$ cat config.mk
export PLATFORM = sky130hd
export DESIGN_NAME = dpa_pix_dp
export DESIGN_NICKNAME = d
export VERILOG_FILES = /design/src/rtl/dpa_pkg.sv /design/src/rtl/dpa_pix_lane.sv /design/src/rtl/dpa_pix_dp.sv
export SDC_FILE = /design/constraint.sdc
export NUM_CORES = 1
export LEC_CHECK = 0
export ABC_AREA = 1
export BUFFER_PORTS_ARGS = -buffer_cell sky130_fd_sc_hd__clkbuf_2
export CORE_MARGIN = 8
export CORE_UTILIZATION = 60
export CTS_BUF_LIST = sky130_fd_sc_hd__clkbuf_8
export DETAILED_ROUTE_END_ITERATION = 6
export GPL_ROUTABILITY_DRIVEN = 0
export MAX_ROUTING_LAYER = met4
export PLACE_DENSITY_LB_ADDON = 0.08
export SYNTH_ARGS = -nofsm -noshare
export SYNTH_HDL_FRONTEND = slang
export SYNTH_HIERARCHICAL = 1
export SYNTH_SLANG_ARGS = --single-unit
export TNS_END_PERCENT = 20
$ cat constraint.sdc
create_clock -name clk -period 3 [get_ports clk]
set_input_delay 0.15 -clock clk [delete_from_list [all_inputs] [get_ports clk]]
set_output_delay 0.15 -clock clk [all_outputs]
set_load 0.01 [all_outputs]
$ cat src/rtl/dpa_pkg.sv
// Shared definitions for the DPA pixel datapath: operation codes, photo-size codes
// and the default channel/counter widths.
package dpa_pkg;

   localparam logic [1:0] BYPASS = 2'b00;
   localparam logic [1:0] ADD    = 2'b01;
   localparam logic [1:0] SHIFT  = 2'b11;
   localparam logic [1:0] EXPAND = 2'b10;

   typedef enum logic [1:0] {
      NORMAL = 2'b00,
      SMALL  = 2'b01,
      LARGE  = 2'b11
   } photo_size_e;

   localparam int NCH_DEF  = 3;
   localparam int CW_DEF   = 8;
   localparam int AW_DEF   = 10;
   localparam int SW_DEF   = 2;
   localparam int CNTW_DEF = 20;

endpackage

$ cat src/rtl/dpa_pix_lane.sv
// One colour channel of the S2 arithmetic: bypass / add / average / expand, computed at
// AW+1 bits and reduced to AW by wrapping, or by clamping when DPA_PIX_DP_SAT_EN is defined.
module dpa_pix_lane
   import dpa_pkg::*;
#(
   parameter int CW = CW_DEF,
   parameter int AW = AW_DEF,
   parameter int SW = SW_DEF
) (
   input  logic [1:0]    mode,
   input  logic [SW-1:0] sftr,
   input  logic [CW-1:0] pix,
   input  logic [AW-1:0] acc,
   output logic [AW-1:0] res
);

   logic [AW:0] p;
   logic [AW:0] sum;
`ifdef DPA_PIX_DP_SAT_EN
   logic [AW:0]   exp_v;
   logic [AW-1:0] sat_sum;
   logic [AW-1:0] sat_exp;
`endif

   // NOTE: res gets a default before the case so no path leaves it unassigned and no latch is inferred.
   always_comb begin
      res = '0;
      p   = (AW+1)'(pix);
      sum = {1'b0, acc} + p;
`ifdef DPA_PIX_DP_SAT_EN
      exp_v   = p << sftr;
      sat_sum = sum[AW]   ? '1 : sum[AW-1:0];
      sat_exp = exp_v[AW] ? '1 : exp_v[AW-1:0];
      case (mode)
         BYPASS: res = AW'(pix);
         ADD:    res = sat_sum;
         SHIFT:  res = sat_sum >> sftr;   // clamp before the shift
         EXPAND: res = sat_exp;
      endcase
`else
      case (mode)
         BYPASS: res = AW'(pix);
         ADD:    res = sum[AW-1:0];
         SHIFT:  res = AW'(sum >> sftr);
         EXPAND: res = AW'(pix) << sftr;
      endcase
`endif
   end

endmodule

$ cat src/rtl/dpa_pix_dp.sv
// Two-stage valid/ready pixel datapath with a per-frame output pixel counter.
// Optional saturation of ADD/SHIFT/EXPAND is enabled by defining DPA_PIX_DP_SAT_EN.
module dpa_pix_dp
   import dpa_pkg::*;
#(
   parameter int NCH  = NCH_DEF,
   parameter int CW   = CW_DEF,
   parameter int AW   = AW_DEF,
   parameter int SW   = SW_DEF,
   parameter int CNTW = CNTW_DEF
) (
   input  logic              clk,
   input  logic              reset,
   input  logic              in_valid,
   output logic              in_ready,
   input  logic [NCH*CW-1:0] in_pix,
   input  logic [NCH*AW-1:0] in_acc,
   input  logic [1:0]        in_mode,
   input  logic [SW-1:0]     in_sftr,
   output logic              out_valid,
   input  logic              out_ready,
   output logic [NCH*AW-1:0] out_pix,
   input  logic [CNTW-1:0]   frame_len,
   input  logic              clr,
   output logic [CNTW-1:0]   pix_cnt,
   output logic              frame_done
);

   logic              v1;
   logic              v2;
   logic [NCH*CW-1:0] pix1;
   logic [NCH*AW-1:0] acc1;
   logic [1:0]        mode1;
   logic [SW-1:0]     sftr1;
   logic [NCH*AW-1:0] res;
   logic              s2_adv;
   logic              in_hs;
   logic              out_hs;

   // in_ready depends only on registered valids and out_ready, never on in_valid.
   assign s2_adv    = !v2 || out_ready;
   assign in_ready  = !v1 || s2_adv;
   assign in_hs     = in_valid && in_ready;
   assign out_hs    = v2 && out_ready;
   assign out_valid = v2;

   // NOTE: S1 operands are reset together with v1 so no stale data survives a mid-stream reset.
   // NOTE: sequential state uses non-blocking assignments so every register samples pre-edge values.
   always_ff @(posedge clk or negedge reset) begin
      if (!reset) begin
         v1    <= 1'b0;
         pix1  <= '0;
         acc1  <= '0;
         mode1 <= BYPASS;
         sftr1 <= '0;
      end else begin
         if (in_ready) v1 <= in_valid;
         if (in_hs) begin
            pix1  <= in_pix;
            acc1  <= in_acc;
            mode1 <= in_mode;
            sftr1 <= in_sftr;
         end
      end
   end

   for (genvar c = 0; c < NCH; c++) begin : g_lane
      dpa_pix_lane #(
         .CW (CW),
         .AW (AW),
         .SW (SW)
      ) u_lane (
         .mode (mode1),
         .sftr (sftr1),
         .pix  (pix1[c*CW +: CW]),
         .acc  (acc1[c*AW +: AW]),
         .res  (res[c*AW +: AW])
      );
   end

   always_ff @(posedge clk or negedge reset) begin
      if (!reset) begin
         v2      <= 1'b0;
         out_pix <= '0;
      end else if (s2_adv) begin
         v2 <= v1;
         if (v1) out_pix <= res;
      end
   end

   // clr wins over a coincident output handshake; that beat is not counted.
   always_ff @(posedge clk or negedge reset) begin
      if (!reset) begin
         pix_cnt    <= '0;
         frame_done <= 1'b0;
      end else begin
         frame_done <= 1'b0;
         if (clr) begin
            pix_cnt <= '0;
         end else if (out_hs) begin
            if (pix_cnt == frame_len - CNTW'(1)) begin
               pix_cnt    <= '0;
               frame_done <= 1'b1;
            end else begin
               pix_cnt <= pix_cnt + CNTW'(1);
            end
         end
      end
   end

endmodule
==> results.ini <==
[worst_setup_path]
crit_chain = ha_1 -> inv_1 -> fa_1 -> inv_1 -> nand3_1 -> nand2_1 -> nand3_1 -> nand2_1 -> nand2_1 -> nand3_1 -> nand2_1 -> a21oi_1 -> nand3_1 -> mux2_2
end_kind = register
reg2reg_to = out_pix[6]$_DFFE_PN0P_
ff2ff_setup_slack_ns = 0.51
path_delay_family = simple AND/OR/NAND/NOR gates
cp_slowest_cell = dfrtp_1
cp.arrival_ns = 2.78
crit_buf_inv = 2
crit_path_start_kind = register
rr_worst_depth = 14
critical_path_required_ns = 3.29
slowest_delay_ns = 0.44
crit_fanout = 6
worstReg2RegStart = pix1[0]$_DFFE_PN0P_
crit_type = register to register

[floorplan]
core_area_mm2 = 0.0145
die_w_um = 138
ios = 136
die_h_um = 138
die_area_mm2 = 0.0189
rows = 44
start_util_pct = 61.3

[synthesis]
synthXorXnorAreaFrac_pct = 3.56
async_flop_share_pct = 100
synth-compound-area-share_pct = 9.24
synth_fa_ha_area_share_pct = 4.35
avgSynthCellArea_um2 = 7.28
synth_nets = 1330
synthSimpleGateAreaFrac_pct = 32.8
synth_seq_cells = 111
synth_cells = 1218
synth_top_family_by_area = simple AND/OR/NAND/NOR gates
synth_edf_count = 0
ys.flop_type = dfrtp_1
ys_types = 45
yosysSeqAreaShare_pct = 31.3
netlist_area_mm2 = 0.00887
yosys_warnings = 6
synthMuxAreaShare_pct = 11.2

[timing]
finClkSkew_ns = 0.0119
relSlewSlack_pct = 34.1
maxSlewViolCount = 0
period_needed_ns = 2.49
max_freq_mhz = 401
tns_ns = 0
finalCritPeriodShare_pct = 83.0
final_hold_viol_count = 0
rsz0062_at_grt = false
worstMarginPinSlew_ns = 0.988
setup_violations = 0

[power]
power.leakage_nw = 5.29
powerDensity_mw_per_mm2 = 585
ir_drop_v = 0.000553

[routing]
wl_per_cell_um = 15.1
viasPerCell = 5.63
drtIter0Drc = 969
drt_first_pass_iters = 7
finalWirelength_um = 24200
vias = 8997
final_antenna_net_count = 0
drc = 0

[grt]
grt_pass1_wl_um = 39300
grt_max_degree = 62
grt_pass1_vias = 8342
grt_remaining_overflow = 0
antenna_found_initial = 0
track_usage_pct = 26.4

[layout]
fin_util_pct = 72.7
fin_cells = 1599
fillers = 1202
final_common_cell = nand2_1
drive_gt1_share_pct = 23.2
final_cell_mix = 305 x nand2_1, 170 x nand3_1, 134 x clkbuf_2
fin_nets = 1521
fin_area_mm2 = 0.0105
syn_to_final_growth_pct = 18.7

[clock_tree]
htree_num_levels = 3
tritoncts = built
ctsRootBufferMaster = clkbuf_8
cts.sinks = 111
cts-buffers-inserted = 9
clk_latency_ns = 0.40
clk_pin_slew_ns = 0.11
cts_hold_buf = 58
cts_resized = 0
post_cts_buffers = 0
clk_path_buf_depth = 2

[min_path]
min_to = sftr1[1]$_DFFE_PN0P_
hold_start = in_sftr[1]
hold_path_class = input port to register
whs_path_depth = 2

[placement]
post_dp_cell_area_mm2 = 0.00974
placed_cells = 1524
portBuffers = 135
dpl.hpwl_um = 18100

[run_status]
status = finished, final reports clean

[run]
cap_viol_max_count = 0

flip-flops by register name, indices dropped and copies added, names as in the netlist:
register    cells
mode1           2
out_valid       1
pix_cnt        20
sftr1           2
frame_done      1
pix1           24
v1              1
out_pix        30
acc1           30
stage by stage:
stage | power [W] | setup WS, ns | hold WS, ns
floorplan | 0.00424 | 0.832 | -0.146
global placement | 0.00506 | 0.686 | 0.266
detailed placement | 0.00511 | 0.583 | 0.273
CTS | 0.00613 | 0.551 | 0.0128
global route | 0.00662 | 0.319 | 0.0153
finish | 0.00615 | 0.509 | 0.0255
cell families (layout without fill, tap and decap cells):
logic type	Yosys count	in the layout
adders and majority gates	29	29
buffers and inverters	170	366
and+or+nand+nor	648	648
DFF	111	111
xor gates and xnor gates	36	36
other	0	1
AOI/OAI and AO/OA	136	136
muxes	88	88
per-layer routing:
layer | track usage, % | vias to the layer above | wire, µm
li1 | - | 4407 | -
met1 | 34.5 | 4123 | 10700
met2 | 40.9 | 389 | 11100
met3 | 3.39 | 78 | 1570
met4 | 10.7 | 0 | 841
met5 | - | - | 0
worst max path at each step:
stage | depth (start not counted) | slack, ns | from | endpoint
after floorplan | 14 | 0.83 | pix1[8]$_DFFE_PN0P_ | out_pix[16]$_DFFE_PN0P_
after global placement | 14 | 0.69 | pix1[0]$_DFFE_PN0P_ | out_pix[6]$_DFFE_PN0P_
after detailed placement | 14 | 0.58 | pix1[0]$_DFFE_PN0P_ | out_pix[6]$_DFFE_PN0P_
after CTS | 14 | 0.55 | pix1[0]$_DFFE_PN0P_ | out_pix[6]$_DFFE_PN0P_
after global routing | 16 | 0.32 | pix1[0]$_DFFE_PN0P_ | out_pix[4]$_DFFE_PN0P_
final | 14 | 0.51 | pix1[0]$_DFFE_PN0P_ | out_pix[6]$_DFFE_PN0P_
cells in the mapped netlist, types with 4 or more instances:
| master | count | area share (%) |
|---|---|---|
| nand2_1 | 306 | 13 |
| nand3_1 | 170 | 9.6 |
| inv_1 | 132 | 5.6 |
| dfrtp_1 | 111 | 31 |
| nor2_1 | 92 | 3.9 |
| mux2_2 | 88 | 11 |
| o21ai_0 | 47 | 2.7 |
| a21oi_1 | 28 | 1.6 |
| ha_1 | 26 | 3.7 |
| xor2_1 | 24 | 2.4 |
| nand2_2 | 16 | 1.1 |
| inv_2 | 15 | 0.63 |
| nand4_1 | 14 | 0.99 |
| xnor2_1 | 12 | 1.2 |
| nor3_1 | 10 | 0.56 |
| o21ai_2 | 10 | 0.99 |
| nor2_2 | 9 | 0.63 |
| a31oi_1 | 8 | 0.56 |
| buf_2 | 8 | 0.45 |
| o211ai_1 | 8 | 0.68 |
| clkbuf_1 | 7 | 0.30 |
| nor2_4 | 7 | 0.89 |
| o21ai_1 | 7 | 0.39 |
| or2_2 | 7 | 0.49 |
| a22oi_1 | 6 | 0.51 |
| o22ai_1 | 6 | 0.42 |
| a211oi_1 | 5 | 0.42 |
| buf_1 | 5 | 0.21 |
| a21oi_2 | 4 | 0.39 |
| or2_0 | 4 | 0.28 |
power by group:
part | internal, W | total, W | switching (W) | leakage, nW
Sequential | 0.00183 | 0.00217 | 0.000337 | 1.35
Clock | 0.000414 | 0.000943 | 0.000529 | 0.107
Combinational | 0.00126 | 0.00304 | 0.00178 | 3.83
Total | 0.00350 | 0.00615 | 0.00265 | 5.29
final cells by class:
cell class,count,area [µm²],area share (%)
inverters,147,552,5.24
repair buffers,203,1330,12.7
diodes,1,2.50,0.0238
flip-flops and latches,111,2780,26.4
clock inverters,6,66.3,0.630
multi-input cells,937,5420,51.5
clock buffers,10,138,1.31
well taps,184,230,2.19
No activity file was read; power rests on OpenSTA's default activity.
